==> config.mk <==
export PLATFORM = sky130hd
export DESIGN_NAME = sixteenby1demux_seq_flat
export DESIGN_NICKNAME = d
export VERILOG_FILES = /design/src/rtl/sixteenby1demux_seq_if.sv /design/src/rtl/sixteenby1demux_seq.sv /design/src/flat_wrapper.sv
export SDC_FILE = /design/constraint.sdc
export NUM_CORES = 1
export LEC_CHECK = 0
export ABC_AREA = 1
export BUFFER_PORTS_ARGS = -buffer_cell sky130_fd_sc_hd__buf_2
export CORE_MARGIN = 3
export CORE_UTILIZATION = 35
export DETAILED_ROUTE_END_ITERATION = 16
export HOLD_SLACK_MARGIN = 0.05
export PLACE_DENSITY = 0.67
export SLEW_MARGIN = 0
export SYNTH_ARGS = -nofsm -noshare
export SYNTH_HDL_FRONTEND = slang
export SYNTH_SLANG_ARGS = --single-unit
==> constraint.sdc <==
create_clock -name clk -period 1.2 [get_ports clk]
set_input_delay 0.24 -clock clk [delete_from_list [all_inputs] [get_ports clk]]
set_output_delay 0.24 -clock clk [all_outputs]
set_load 0.02 [all_outputs]
==> src/rtl/sixteenby1demux_seq_if.sv <==
// Bus bundle for the registered 1-to-16 demux: serial input handshake, parallel outputs and frame handshake.
interface sixteenby1demux_seq_if;
   logic        din;
   logic        din_valid;
   logic        din_ready;
   logic [3:0]  s;
   logic        auto_en;
   logic [15:0] y;
   logic [15:0] upd;
   logic        frame_vld;
   logic        frame_ack;
   logic [3:0]  ch;
   logic        par_err;

   modport master (
      output din, din_valid, s, auto_en, frame_ack,
      input  din_ready, y, upd, frame_vld, ch, par_err
   );

   modport slave (
      input  din, din_valid, s, auto_en, frame_ack,
      output din_ready, y, upd, frame_vld, ch, par_err
   );
endinterface

==> src/rtl/sixteenby1demux_seq.sv <==
// Registered 1-to-16 demux with manual channel writes and an auto-scan frame mode.
// Optional macro PARITY_CHK_EN adds an even-parity bit after each auto frame.
module sixteenby1demux_seq #(
   parameter bit HOLD      = 1'b1,
   parameter bit ERR_STICK = 1'b1
) (
   input  logic                 clk,
   input  logic                 rst,
   sixteenby1demux_seq_if.slave bus
);

`ifdef PARITY_CHK_EN
   typedef enum logic [1:0] {IDLE = 2'd0, SCAN = 2'd1, PAR = 2'd2, DONE = 2'd3} state_t;
`else
   typedef enum logic [1:0] {IDLE = 2'd0, SCAN = 2'd1, DONE = 2'd3} state_t;
`endif

   state_t      r_state;
   state_t      w_next;
   logic        w_ready;
   logic        w_frame_vld;
   logic        w_xfer;
   logic [15:0] r_y;
   logic [15:0] r_upd;
   logic [3:0]  r_ch;
   logic        r_par_err;
   logic [15:0] w_sel_s;
   logic [15:0] w_sel_ch;

   assign w_xfer   = bus.din_valid & w_ready;
   assign w_sel_s  = 16'(1) << bus.s;
   assign w_sel_ch = 16'(1) << r_ch;

   // State register
   always_ff @(posedge clk) begin
      if (rst) r_state <= IDLE;
      else     r_state <= w_next;
   end

   // Next-state logic; auto_en only matters when a frame can start
   always_comb begin
      w_next = r_state;
      case (r_state)
         IDLE: if (w_xfer && bus.auto_en) w_next = SCAN;
`ifdef PARITY_CHK_EN
         SCAN: if (w_xfer && r_ch == 4'd15) w_next = PAR;
         PAR:  if (w_xfer) w_next = DONE;
`else
         SCAN: if (w_xfer && r_ch == 4'd15) w_next = DONE;
`endif
         DONE: if (bus.frame_ack) w_next = IDLE;
         default: w_next = IDLE;
      endcase
   end

   // Outputs decoded from the state register
   always_comb begin
      w_ready     = 1'b1;
      w_frame_vld = 1'b0;
      if (r_state == DONE) begin
         w_ready     = 1'b0;
         w_frame_vld = 1'b1;
      end
   end

   // Data path: y, upd strobe, scan index and parity flag
   always_ff @(posedge clk) begin
      if (rst) begin
         r_y       <= '0;
         r_upd     <= '0;
         r_ch      <= '0;
         r_par_err <= 1'b0;
      end else begin
         r_upd <= '0;
         if (w_xfer) begin
            case (r_state)
               IDLE: begin
                  if (bus.auto_en) begin
                     r_y[0] <= bus.din;
                     r_upd  <= 16'h0001;
                     r_ch   <= 4'd1;
                     if (!ERR_STICK) r_par_err <= 1'b0;
                  end else begin
                     if (HOLD) r_y[bus.s] <= bus.din;
                     else      r_y <= bus.din ? w_sel_s : 16'h0000;
                     r_upd <= w_sel_s;
                  end
               end
               SCAN: begin
                  r_y[r_ch] <= bus.din;
                  r_upd     <= w_sel_ch;
                  r_ch      <= r_ch + 4'd1;
               end
`ifdef PARITY_CHK_EN
               PAR: if (bus.din != ^r_y) r_par_err <= 1'b1;
`endif
               default: ;
            endcase
         end
      end
   end

   assign bus.din_ready = w_ready;
   assign bus.frame_vld = w_frame_vld;
   assign bus.y         = r_y;
   assign bus.upd       = r_upd;
   assign bus.ch        = r_ch;
   assign bus.par_err   = r_par_err;

endmodule
==> src/flat_wrapper.sv <==
// flat-port wrapper written by rule: the top's interface ports become plain ports
module sixteenby1demux_seq_flat 
#(
   parameter bit HOLD      = 1'b1,
   parameter bit ERR_STICK = 1'b1
)
  (clk, rst, bus_din, bus_din_valid, bus_s, bus_auto_en, bus_frame_ack, bus_din_ready, bus_y, bus_upd, bus_frame_vld, bus_ch, bus_par_err);
  sixteenby1demux_seq_if bus_i ();
  input  logic clk;
  input  logic rst;
  input wire logic [$bits(bus_i.din)-1:0] bus_din;
  input wire logic [$bits(bus_i.din_valid)-1:0] bus_din_valid;
  input wire logic [$bits(bus_i.s)-1:0] bus_s;
  input wire logic [$bits(bus_i.auto_en)-1:0] bus_auto_en;
  input wire logic [$bits(bus_i.frame_ack)-1:0] bus_frame_ack;
  output wire logic [$bits(bus_i.din_ready)-1:0] bus_din_ready;
  output wire logic [$bits(bus_i.y)-1:0] bus_y;
  output wire logic [$bits(bus_i.upd)-1:0] bus_upd;
  output wire logic [$bits(bus_i.frame_vld)-1:0] bus_frame_vld;
  output wire logic [$bits(bus_i.ch)-1:0] bus_ch;
  output wire logic [$bits(bus_i.par_err)-1:0] bus_par_err;
  assign bus_i.din = bus_din;
  assign bus_i.din_valid = bus_din_valid;
  assign bus_i.s = bus_s;
  assign bus_i.auto_en = bus_auto_en;
  assign bus_i.frame_ack = bus_frame_ack;
  assign bus_din_ready = bus_i.din_ready;
  assign bus_y = bus_i.y;
  assign bus_upd = bus_i.upd;
  assign bus_frame_vld = bus_i.frame_vld;
  assign bus_ch = bus_i.ch;
  assign bus_par_err = bus_i.par_err;
  sixteenby1demux_seq #(.HOLD(HOLD), .ERR_STICK(ERR_STICK)) u_core (.clk(clk), .rst(rst), .bus(bus_i));
endmodule
; Word-level counts from Yosys, hierarchy flattened
; Cells that the tools add are included.
; W data, S select, Z words.
[word_totals]
regBits = 38
in_bits = 10
output_inout_bits = 39
word_cells = 52
[classes]
add_sub_neg = 1
n_lt_le_gt_ge = 4
n_eq_ne = 8
shift = 2
n_mux = 19
bitwise_logic = 2
reduce_logical = 11
[op_table]
columns = operator, count
row1 = $pmux W16 S2, 2
row2 = $bwmux W16, 2
row3 = $shl A1 B4 Y16 const A, 2
row4 = $mux W16, 1
row5 = $mux W15, 1
row6 = $lt A4 B5 Y1 const B, 2
row7 = $reduce_and A3 Y1, 3
row8 = $demux W1 S4, 2
row9 = $ge A4 B1 Y1 const B, 2
row10 = $pmux W4 S2, 1
row11 = $mux W2, 3
row12 = $ne A2 B2 Y1 const B, 3
row13 = $pmux W2 S3, 1
row14 = $mux W1, 5
row15 = $add A4 B1 Y4 const B, 1
row16 = $eq A4 B4 Y1 const B, 1
row17 = $logic_and A1 B1 Y1, 4
row18 = $mux W4, 1
row19 = $ne A2 B1 Y1 const B, 2
row20 = $eq A2 B1 Y1 const B, 1
row21 = $eq A2 B2 Y1 const B, 1
row22 = $logic_not A2 Y1, 1
row23 = $reduce_and A2 Y1, 1
row24 = $reduce_bool A2 Y1, 1
row25 = 3 further kinds, 3

; Logic depth before layout (Yosys ltp)
; Gate-level depths: netlist of run 1.
[depth]
depth_word = 7
ltp_mapped = 10
depth_no_buf = 9

; Least setup slack after synthesis of run 1
; No wires, ideal clock.
[synth_timing]
kind = reg2reg
start = register u_core.r_ch[0] (netlist: u_core.bus.ch[0])
end = register u_core.r_y[12] (netlist: u_core.bus.y[12])
setup_ps = 115
arrival_time_ps = 1269
t_required_ps = 1085
setup_slack_ps = -184
path_stages_with_launch = 9
n_path_buf = 0
period_less_slack_ps = 1384
cell_sequence = dfxtp_1 > inv_1 > ha_1 > nand2_1 > nor2_1 > nand2_1 > nand2_1 > a21oi_1 > nor2_1
[synth_via]
elab_chain_cells = 6
word_cells_on_any_way = 7
classes_between = order compare: 2 / mux: 4 / reduce/logical: 1
[synth_rtl]
columns = element, line
row1 = "start, declared", sixteenby1demux_seq.sv:25  ; logic [3:0] r_ch;
row2 = "start signal, assigned", sixteenby1demux_seq.sv:92  ; r_ch <= r_ch + 4'd1;
row3 = $lt A4 B5 Y1 (implied by the code) or $ge A4 B1 Y1 (tied branches), sixteenby1demux_seq.sv:90  ; r_y[r_ch] <= bus.din;
row4 = $logic_and A1 B1 Y1 (implied by the code), sixteenby1demux_seq.sv:90
row5 = $mux W1 (implied by the code), sixteenby1demux_seq.sv:90
row6 = $demux W1 S4 (*), --
row7 = $bwmux W16 (*), sixteenby1demux_seq.sv:90
row8 = $pmux W16 S2 (*), sixteenby1demux_seq.sv:76  ; case (r_state)
row9 = "end signal, assigned by index", sixteenby1demux_seq.sv:84  ; if (HOLD) r_y[bus.s] <= bus.din;
row10 = "end signal, assigned", sixteenby1demux_seq.sv:85  ; else r_y <= bus.din ? w_sel_s : 16'h0000;
row11 = "end signal, assigned by index", sixteenby1demux_seq.sv:90
row12 = "end, declared", sixteenby1demux_seq.sv:23  ; logic [15:0] r_y;
; Mark *: on every way between the ends. The rest lies on a longest branch, timed or not.
; A chain may end at the register's enable or synchronous reset.

; Final worst setup path of run 1
[layout_timing]
start = register u_core.r_state[1]
end = output bus_frame_vld
[layout_via]
elab_chain_cells = 2
[layout_rtl]
columns = element, line
row1 = "start, declared", sixteenby1demux_seq.sv:18  ; state_t r_state;
row2 = "start signal, assigned", sixteenby1demux_seq.sv:37  ; else r_state <= w_next;
row3 = $eq A2 B2 Y1, sixteenby1demux_seq.sv:60  ; if (r_state == DONE) begin
row4 = $mux W1, sixteenby1demux_seq.sv:60
row5 = "end, declared", flat_wrapper.sv:19  ; output wire logic [$bits(bus_i.frame_vld)-1:0] bus_frame_vld;
; Every way passes these cells.

==> flow_summary.yaml, run 1 <==
die:
  initial_utilization_pct: 37.5
  core_um2: 5710
  fp.dieH_um: 84.3
  ios: 49
  core.rowCount: 27
  die-area_um2: 7100
  die_w_um: 84.3
clocking:
  clockBufferDepth: 2
  clock_latency_ns: 0.29
  clk_pin_slew_ns: 0.08
  cts_num_sinks: 38
  postCtsHoldBufs: 0
  htree_levels: 2
  cts-root-buf: "clkbuf_8"
  cts_buffers: 5
  cts_tree: "yes"
place:
  portBuffers: 47
  gp_congestion: 0.914
  hpwl_mm: 4.61
power:
  p_per_area_nw_per_um2: 1060
  p_leak_uw: 0.00147
  irDropWorstVdd_mv: 0.577
route:
  vias: 2411
  routed_wl_mm: 6.56
  drc: 0
  first_pass_iters: 5
  drt-initial-drc-count: 167
  final_antenna_net_count: 0
  vias_per_cell: 5.02
  wl_per_cell_um: 13.7
flow_run:
  cap_violations: 0
sta:
  skew_ns: 0.00443
  setup_violations: 26
  holdWs_ns: 0.175
  final.min_clock_period_ns: 1.26
  fmax_mhz: 795
  drv_slew: 0
  layout_setup_ws_ns: -0.0580
  period_share_pct: 105
  finalHoldViolations: 0
  rsz0062_at_grt: "true"
synth:
  synthFlopType: "dfxtp_1"
  avgSynthCellArea_um2: 6.78
  synth_nets: 332
  ys.warnings.count: 0
  synth_most_common_cell: "nand2_1"
  netlist_top_cells_count: "nand2_1 (75), nand3_1 (50), nor2_1 (42)"
  synth.largest_area_cell: "dfxtp_1"
  syn-cell-area_um2: 2140
  synth_seq_area_share_pct: 35.5
  async_flop_share_pct: 0
  synth-seq-cells: 38
  yosys-top-cells-area: "dfxtp_1 (35%), nand2_1 (13%), nand3_1 (12%)"
  synth_top_area_share_pct: 35.5
  netlist_instances: 316
  synth.distinct_cells: 28
  synth-edff-count: 0
run_status:
  status: "finished with violations"
  violations: "setup timing"
finish:
  utilization_pct: 56.6
  antenna_cells: 0
  area_growth_pct: 50.8
  drive_above_1_share_pct: 44.4
  final_nets: 423
worst_setup_path:
  startpoint: "u_core.r_state[1]"
  cp_num_buf_inv: 3
  worstReg2RegStart: "u_core.bus.ch[0]"
  crit_chain: "buf_6 -> nand2_4 -> inv_2 -> buf_6"
  crit_path_max_incr_delay_ns: 0.40
  crit_required_ns: 0.96
  critPathArrivalTime_ns: 1.02
  critPathCaptureType: "output pin"
  crit_family: "flip-flops"
  critPathSlowestCell: "dfxtp_4"
  crit_fanout: 4
  critPathKind: "reg -> out"
  start_kind: "flop"
  cp_common_cell: "buf_6"
grt:
  overflow: 0
  grt_pass1_wl_mm: 10.4
  grt_max_degree: 23
  use_met3_pct: 3.34
  met1_usage_pct: 23.0
  grt_pass1_vias: 2233
  grt_util_met2_pct: 29.8
  track_usage_pct: 17.6
  grt_busiest_layer: "met2"
  antenna_found_initial: 0
hold_path:
  hold_path.class: "in -> reg"
  hold_start: "rst"
## path summary, 6_finish.rpt
check	depth (start not counted)	slack, ns	end
worst max-delay path	4	-0.06	bus_frame_vld
worst min-delay path	2	0.18	u_core.bus.ch[1]
worst max register to register	9	-0.05	u_core.bus.y[6]
worst min register to register	2	0.47	u_core.bus.y[12]
## stage by stage
| step | TNS, ns | power, uW | instances | setup slack, ns | area, um2 |
|---|---|---|---|---|---|
| after floorplan | -0.00632 | 2020 | 316 | -0.00505 | 2170 |
| after global placement | -0.551 | 2330 | 465 | -0.0953 | 2770 |
| after detailed placement | -0.966 | 2340 | 465 | -0.116 | 2770 |
| after CTS | -0.169 | 3260 | 475 | -0.0534 | 2990 |
| after global routing | -2.92 | 3620 | 480 | -0.132 | 3230 |
| final | -0.652 | 3430 | 480 | -0.0580 | 3230 |
## cell families after synthesis
family / synth area share [%]
AO/OA/AOI/OAI: 8.93
adder cells (fa/ha/maj): 3.50
buffers and inverters: 10.2
flip-flops: 35.5
other: 0.175
AND/OR/NAND/NOR: 41.7
## cell type report
| class | count | area (um2) |
|---|---|---|
| timing repair buffer | 98 | 779 |
| inverter | 28 | 115 |
| tap | 72 | 90.1 |
| sequential | 38 | 781 |
| multi-input combinational | 236 | 1390 |
| fill | 506 | 2480 |
| clock buffer | 6 | 72.6 |
| clock inverter | 2 | 10.0 |
## routing by layer
metal	wire [um]	vias to the layer above	share of wire, %
met3	429	9	6.5
met2	3140	95	48
met4	41	0	0.62
met1	2960	1090	45
li1	-	1217	-
met5	0	-	0
## state kept, by name, summed over array words and instances, names as in the netlist
name and count:
u_core.bus.upd 16, u_core.bus.y 16, u_core.bus.ch 4, u_core.r_state 2
## cell usage in the layout, fill, tap and decap left out, types with 7 or more instances in the layout
master	n
nand2_1	62
buf_2	42
nand3_1	40
buf_4	39
nor2_1	36
dfxtp_1	32
a21oi_1	23
inv_1	16
nand2_2	14
nand3_2	10
nor2_2	9
buf_6	9
a21oi_2	8
inv_2	7
nand4_1	7
## where the power goes
part | leakage (uW) | switching [uW] | internal, uW
Combinational | 0.00111 | 694 | 515
Sequential | 0.000312 | 55.1 | 1310
Clock | 0.0000450 | 451 | 403
Total | 0.00147 | 1200 | 2230
## worst reg2reg max path: cells and delay by family, from the launching register on
kind | cells | cell delay (ns)
buffers and inverters | 1 | 0.08
flip-flops | 1 | 0.39
adder cells (fa/ha/maj) | 1 | 0.16
AND/OR/NAND/NOR | 7 | 0.52
## timing repair
| item | CTS | global route |
|---|---|---|
| pin swaps | 19 | 26 |
| gates resized for setup | 34 | 43 |
| gates cloned | 0 | 3 |
| setup endpoints to repair | 33 | 41 |
| setup buffers | 2 | 2 |
(Power assumes the default switching activity.)
==> inputs of run 2 (changes only) <==
Settings changed: CTS_BUF_LIST from default to sky130_fd_sc_hd__clkbuf_2 sky130_fd_sc_hd__clkbuf_4 sky130_fd_sc_hd__clkbuf_8.
==> run 2 against run 1 <==
The run still ends with setup timing left; first-iteration DRC count is 31% higher; core utilization hardly changed; combinational power hardly changed; hold slack worse by 0.0058 ns; highest routed layer unchanged.
==> flow_summary.yaml, run 2 (same netlist as run 1, synthesis figures left out) <==
worst_setup_path:
  crit_path_max_incr_delay_ns: 0.39
  reg2reg_depth: 9
  startpoint: "u_core.bus.ch[0]"
  cp_num_cells: 9
  critPathCaptureType: "flop"
  crit_required_ns: 1.38
  start_kind: "flop"
  critPathArrivalTime_ns: 1.45
  endpoint: "u_core.bus.y[6]"
  cp_num_buf_inv: 1
  critPathSlowestCell: "dfxtp_4"
  r2r_slack_ns: -0.07
  crit_fanout: 4
  r2r_end: "u_core.bus.y[6]"
  crit_chain: "inv_6 -> ha_4 -> nand2_2 -> nor2_1 -> nand2_1 -> nand2_2 -> nand3_1 -> nand2_1 -> nor2_1"
  crit_family: "simple AND/OR/NAND/NOR gates"
  critPathKind: "reg -> reg"
  worstReg2RegStart: "u_core.bus.ch[0]"
clocking:
  cts_buffers: 5
  cts_num_sinks: 38
  postCtsHoldBufs: 0
  clk_pin_slew_ns: 0.08
  cts-root-buf: "clkbuf_8"
  clock_latency_ns: 0.29
  clockBufferDepth: 2
  cts_tree: "yes"
  htree_levels: 2
place:
  hpwl_mm: 4.61
  portBuffers: 47
  dp.cells: 465
  gp_congestion: 0.914
route:
  vias_per_cell: 5.07
  vias: 2432
  final_antenna_net_count: 0
  routed_wl_mm: 6.62
  first_pass_iters: 5
  wl_met1_mm: 3.06
  wl_per_cell_um: 13.8
  drc: 0
  met3_length_um: 367
  wl_met2_mm: 3.14
  top_layer: "met4"
  drt-initial-drc-count: 218
power:
  power_frac_seq_pct: 39.6
  finalPower_uw: 3450
  irDropWorstVdd_mv: 0.574
  power.switching_uw: 1200
  swShare_pct: 34.8
  p_leak_uw: 0.00147
  p_int_uw: 2250
  clkPwrFrac_pct: 25.4
  p_comb_share_pct: 35.0
  p_per_area_nw_per_um2: 1070
die:
  core.rowCount: 27
  fp.dieH_um: 84.3
  die_w_um: 84.3
  initial_utilization_pct: 37.5
  ios: 49
  core_um2: 5710
  die-area_um2: 7100
finish:
  final_nets: 423
  antenna_cells: 0
  final_cell_mix: "nand2_1 (62), buf_2 (42), nand3_1 (41), buf_4 (39), nor2_1 (36)"
  stdcell_count: 480
  multiInputGateArea_um2: 1380
  utilization_pct: 56.6
  area_growth_pct: 50.8
  fillCellCount: 504
  register_area_um2: 781
  drive_above_1_share_pct: 44.4
  final_common_cell: "nand2_1"
sta:
  rsz0062_at_grt: "true"
  fmax_mhz: 789
  skew_ns: 0.00545
  setup_violations: 29
  period_share_pct: 106
  layout_setup_ws_ns: -0.0680
  drv_slew: 0
  final.min_clock_period_ns: 1.27
  holdWs_ns: 0.170
  finalHoldViolations: 0
grt:
  grt_max_degree: 23
  antenna_found_initial: 0
  track_usage_pct: 17.6
  overflow: 0
  grt_pass1_wl_mm: 10.4
  grt_pass1_vias: 2236
hold_path:
  hold_path.class: "in -> reg"
flow_run:
  cap_violations: 0
run_status:
  status: "finished with violations"
  violations: "setup timing"
[run 2: cell type report]
type,count,share of cell area (%)
Clock buffer,6,2.36
Clock inverter,2,0.310
Inverter,28,3.56
Multi-Input combinational cell,236,42.7
Sequential cell,38,24.2
Tap cell,72,2.79
Timing Repair Buffer,98,24.1
[run 2: worst min-delay path by stage]
stage | slack (ns) | to | cells after the start | start
after floorplan | 0.30 | u_core.bus.ch[1] | 1 | rst
after global placement | 0.46 | u_core.bus.y[12] | 2 | u_core.bus.y[12]
after detailed placement | 0.47 | u_core.bus.ch[1] | 2 | rst
after CTS | 0.16 | u_core.bus.ch[1] | 2 | rst
after global routing | 0.17 | u_core.bus.ch[1] | 2 | rst
final | 0.17 | u_core.bus.ch[1] | 2 | rst
[run 2: timing repair]
item                       CTS  global route
buffers inserted             2             2
setup endpoints to repair   33            41
gates resized for setup     34            42
gates cloned                 0             3
pin swaps                   19            26
[run 2: per-stage QoR]
step / cell area [um2] / setup TNS (ns) / setup slack (ns)
global placement: 2770 / -0.551 / -0.0953
finish: 3230 / -0.895 / -0.0680
global route: 3230 / -2.89 / -0.132
floorplan: 2170 / -0.00632 / -0.00505
detailed placement: 2770 / -0.966 / -0.116
CTS: 2990 / -0.169 / -0.0534
[run 2: layer usage]
metal | vias up | GRT usage (%)
li1 | 1215 | -
met1 | 1107 | 23.1
met2 | 96 | 29.8
met3 | 14 | 3.34
met4 | 0 | 4.24
met5 | - | 0
[run 2: power groups by stage]
stage / clock network [uW] / registers (uW) / logic (uW)
global placement: 0 / 1380 / 955
detailed placement: 0 / 1380 / 964
CTS: 901 / 1360 / 1030
finish: 876 / 1370 / 1210
floorplan: 0 / 1430 / 590
global route: 962 / 1370 / 1310
==> inputs of run 3 (changes only) <==
Settings changed: CELL_PAD_IN_SITES_DETAIL_PLACEMENT from default to 2, CELL_PAD_IN_SITES_GLOBAL_PLACEMENT from default to 2, CORE_UTILIZATION 35 to 27, PLACE_DENSITY 0.67 to 0.87.
==> run 3 against run 2 <==
The flow still finishes with violations (setup timing); first-iteration DRC count decreased by 38%; flip-flop and latch count unchanged; sequential power about the same; wire length increased by 140%; highest routed layer unchanged.
==> flow_summary.yaml, run 3 (same netlist as run 1, synthesis figures left out) <==
finish:
  final_nets: 451
  utilization_pct: 54.0
  stdcell_count: 535
  final_cell_mix: "buf_4 (57), buf_2 (42), nand2_1 (37), dfxtp_1 (32), nand2_2 (30)"
  area_growth_pct: 88.7
  fillCellCount: 802
  drive_above_1_share_pct: 64.0
  antenna_cells: 0
  final_common_cell: "buf_4"
run_status:
  violations: "setup timing"
  status: "finished with violations"
hold_path:
  hold_depth: 2
  hold_path.class: "in -> reg"
place:
  portBuffers: 47
  gp_congestion: 0.849
  dp.cells: 505
  hpwl_mm: 7.34
clocking:
  htree_levels: 2
  clock_latency_ns: 0.32
  postCtsHoldBufs: 0
  cts_tree: "yes"
  clockBufferDepth: 2
  cts-root-buf: "clkbuf_8"
  cts_num_sinks: 38
  cts_buffers: 5
  clk_pin_slew_ns: 0.09
sta:
  finalHoldViolations: 0
  totalNegativeSetupSlack_ns: -8.55
  layout_setup_ws_ns: -0.317
  setup_violations: 44
  fmax_mhz: 659
  rsz0062_at_grt: "true"
  max-slew-margin-rel_pct: 65.5
  tightestPinTransition_ns: 0.515
  skew_ns: 0.00921
  drv_slew: 0
  period_share_pct: 126
  final.min_clock_period_ns: 1.52
flow_run:
  cap_violations: 0
worst_setup_path:
  critPathKind: "reg -> reg"
  start_kind: "flop"
  reg2reg_depth: 8
  critPathCaptureType: "flop"
  crit_fanout: 5
  crit_required_ns: 1.40
  crit_family: "simple AND/OR/NAND/NOR gates"
  critPathSlowestCell: "dfxtp_2"
  cp_num_cells: 8
  cp_common_cell: "nand2_2"
  crit_path_max_incr_delay_ns: 0.37
  critPathArrivalTime_ns: 1.72
  cp_num_buf_inv: 1
  crit_chain: "inv_4 -> nand2_4 -> nor2_8 -> nand2_2 -> nor2_4 -> nand2_2 -> nand2_2 -> nor2_2"
power:
  finalPower_uw: 4450
  irDropWorstVdd_mv: 0.683
  swShare_pct: 39.9
  clkPwrFrac_pct: 26.0
  p_comb_share_pct: 43.2
  p_int_uw: 2680
  p_leak_uw: 0.00176
  p_per_area_nw_per_um2: 1100
  power_frac_seq_pct: 30.8
  power.switching_uw: 1770
route:
  routed_wl_mm: 15.8
  vias: 2986
  drt-initial-drc-count: 135
  wl_per_cell_um: 29.5
  vias_per_cell: 5.58
  drc: 0
  final_antenna_net_count: 0
  first_pass_iters: 4
grt:
  track_usage_pct: 28.0
  grt_max_degree: 18
  antenna_found_initial: 0
  grt_pass1_wl_mm: 18.8
  overflow: 0
  grt_pass1_vias: 3136
die:
  core.rowCount: 31
  die-area_um2: 9040
  die_w_um: 95.1
  ios: 49
  fp.dieH_um: 95.1
  initial_utilization_pct: 28.6
  core_um2: 7490
-- run 3: power by group through the flow --
stage	registers (uW)	clock network, uW	logic, uW
after floorplan	1430	0	590
after global placement	1370	0	1010
after detailed placement	1380	0	1090
after CTS	1360	1140	1330
after global routing	1380	1220	1990
final	1370	1160	1920
-- run 3: what timing repair did --
| item | in CTS | in global routing |
|---|---|---|
| cloned | 1 | 5 |
| setup buffers | 8 | 8 |
| endpoints found under the setup margin | 41 | 43 |
| gates resized for setup | 97 | 86 |
| pin swaps | 32 | 34 |
-- run 3: worst paths after layout --
| check | from | endpoint | slack (ns) |
|---|---|---|---|
| setup / recovery | u_core.r_state[1] | u_core.bus.y[15] | -0.32 |
| hold / removal | rst | u_core.bus.ch[1] | 0.15 |
| setup reg to reg | u_core.r_state[1] | u_core.bus.y[15] | -0.32 |
| hold reg to reg | u_core.bus.y[5] | u_core.bus.y[5] | 0.52 |
-- run 3: per-layer routing --
layer / vias up / GRT usage [%] / part of all wire, %
met5: - / 0 / 0
met4: 0 / 12.1 / 5.4
met3: 56 / 4.26 / 4.4
met2: 119 / 50.3 / 51
met1: 1544 / 32.8 / 39
li1: 1267 / - / -
-- run 3: layout make-up --
cell class                 instances  area (um2)  area share (%)
clock buffer                       5        68.8            1.70
clock inverter                     3        40.0           0.990
sequential                        38         778            19.2
inverter                          28         119            2.94
multi-input combinational        237        1830            45.3
tap                               99         124            3.06
timing repair buffer             125        1080            26.8
-- run 3: per-stage QoR --
stage | hold WS, ns | cell area [um2] | setup WS (ns)
2_1_floorplan | 0.299 | 2170 | -0.00505
3_3_place_gp | 0.464 | 2910 | -0.108
3_5_place_dp | 0.475 | 2910 | -0.289
4_1_cts | 0.147 | 3480 | -0.147
5_1_grt | 0.154 | 4040 | -0.353
6_report | 0.155 | 4040 | -0.317
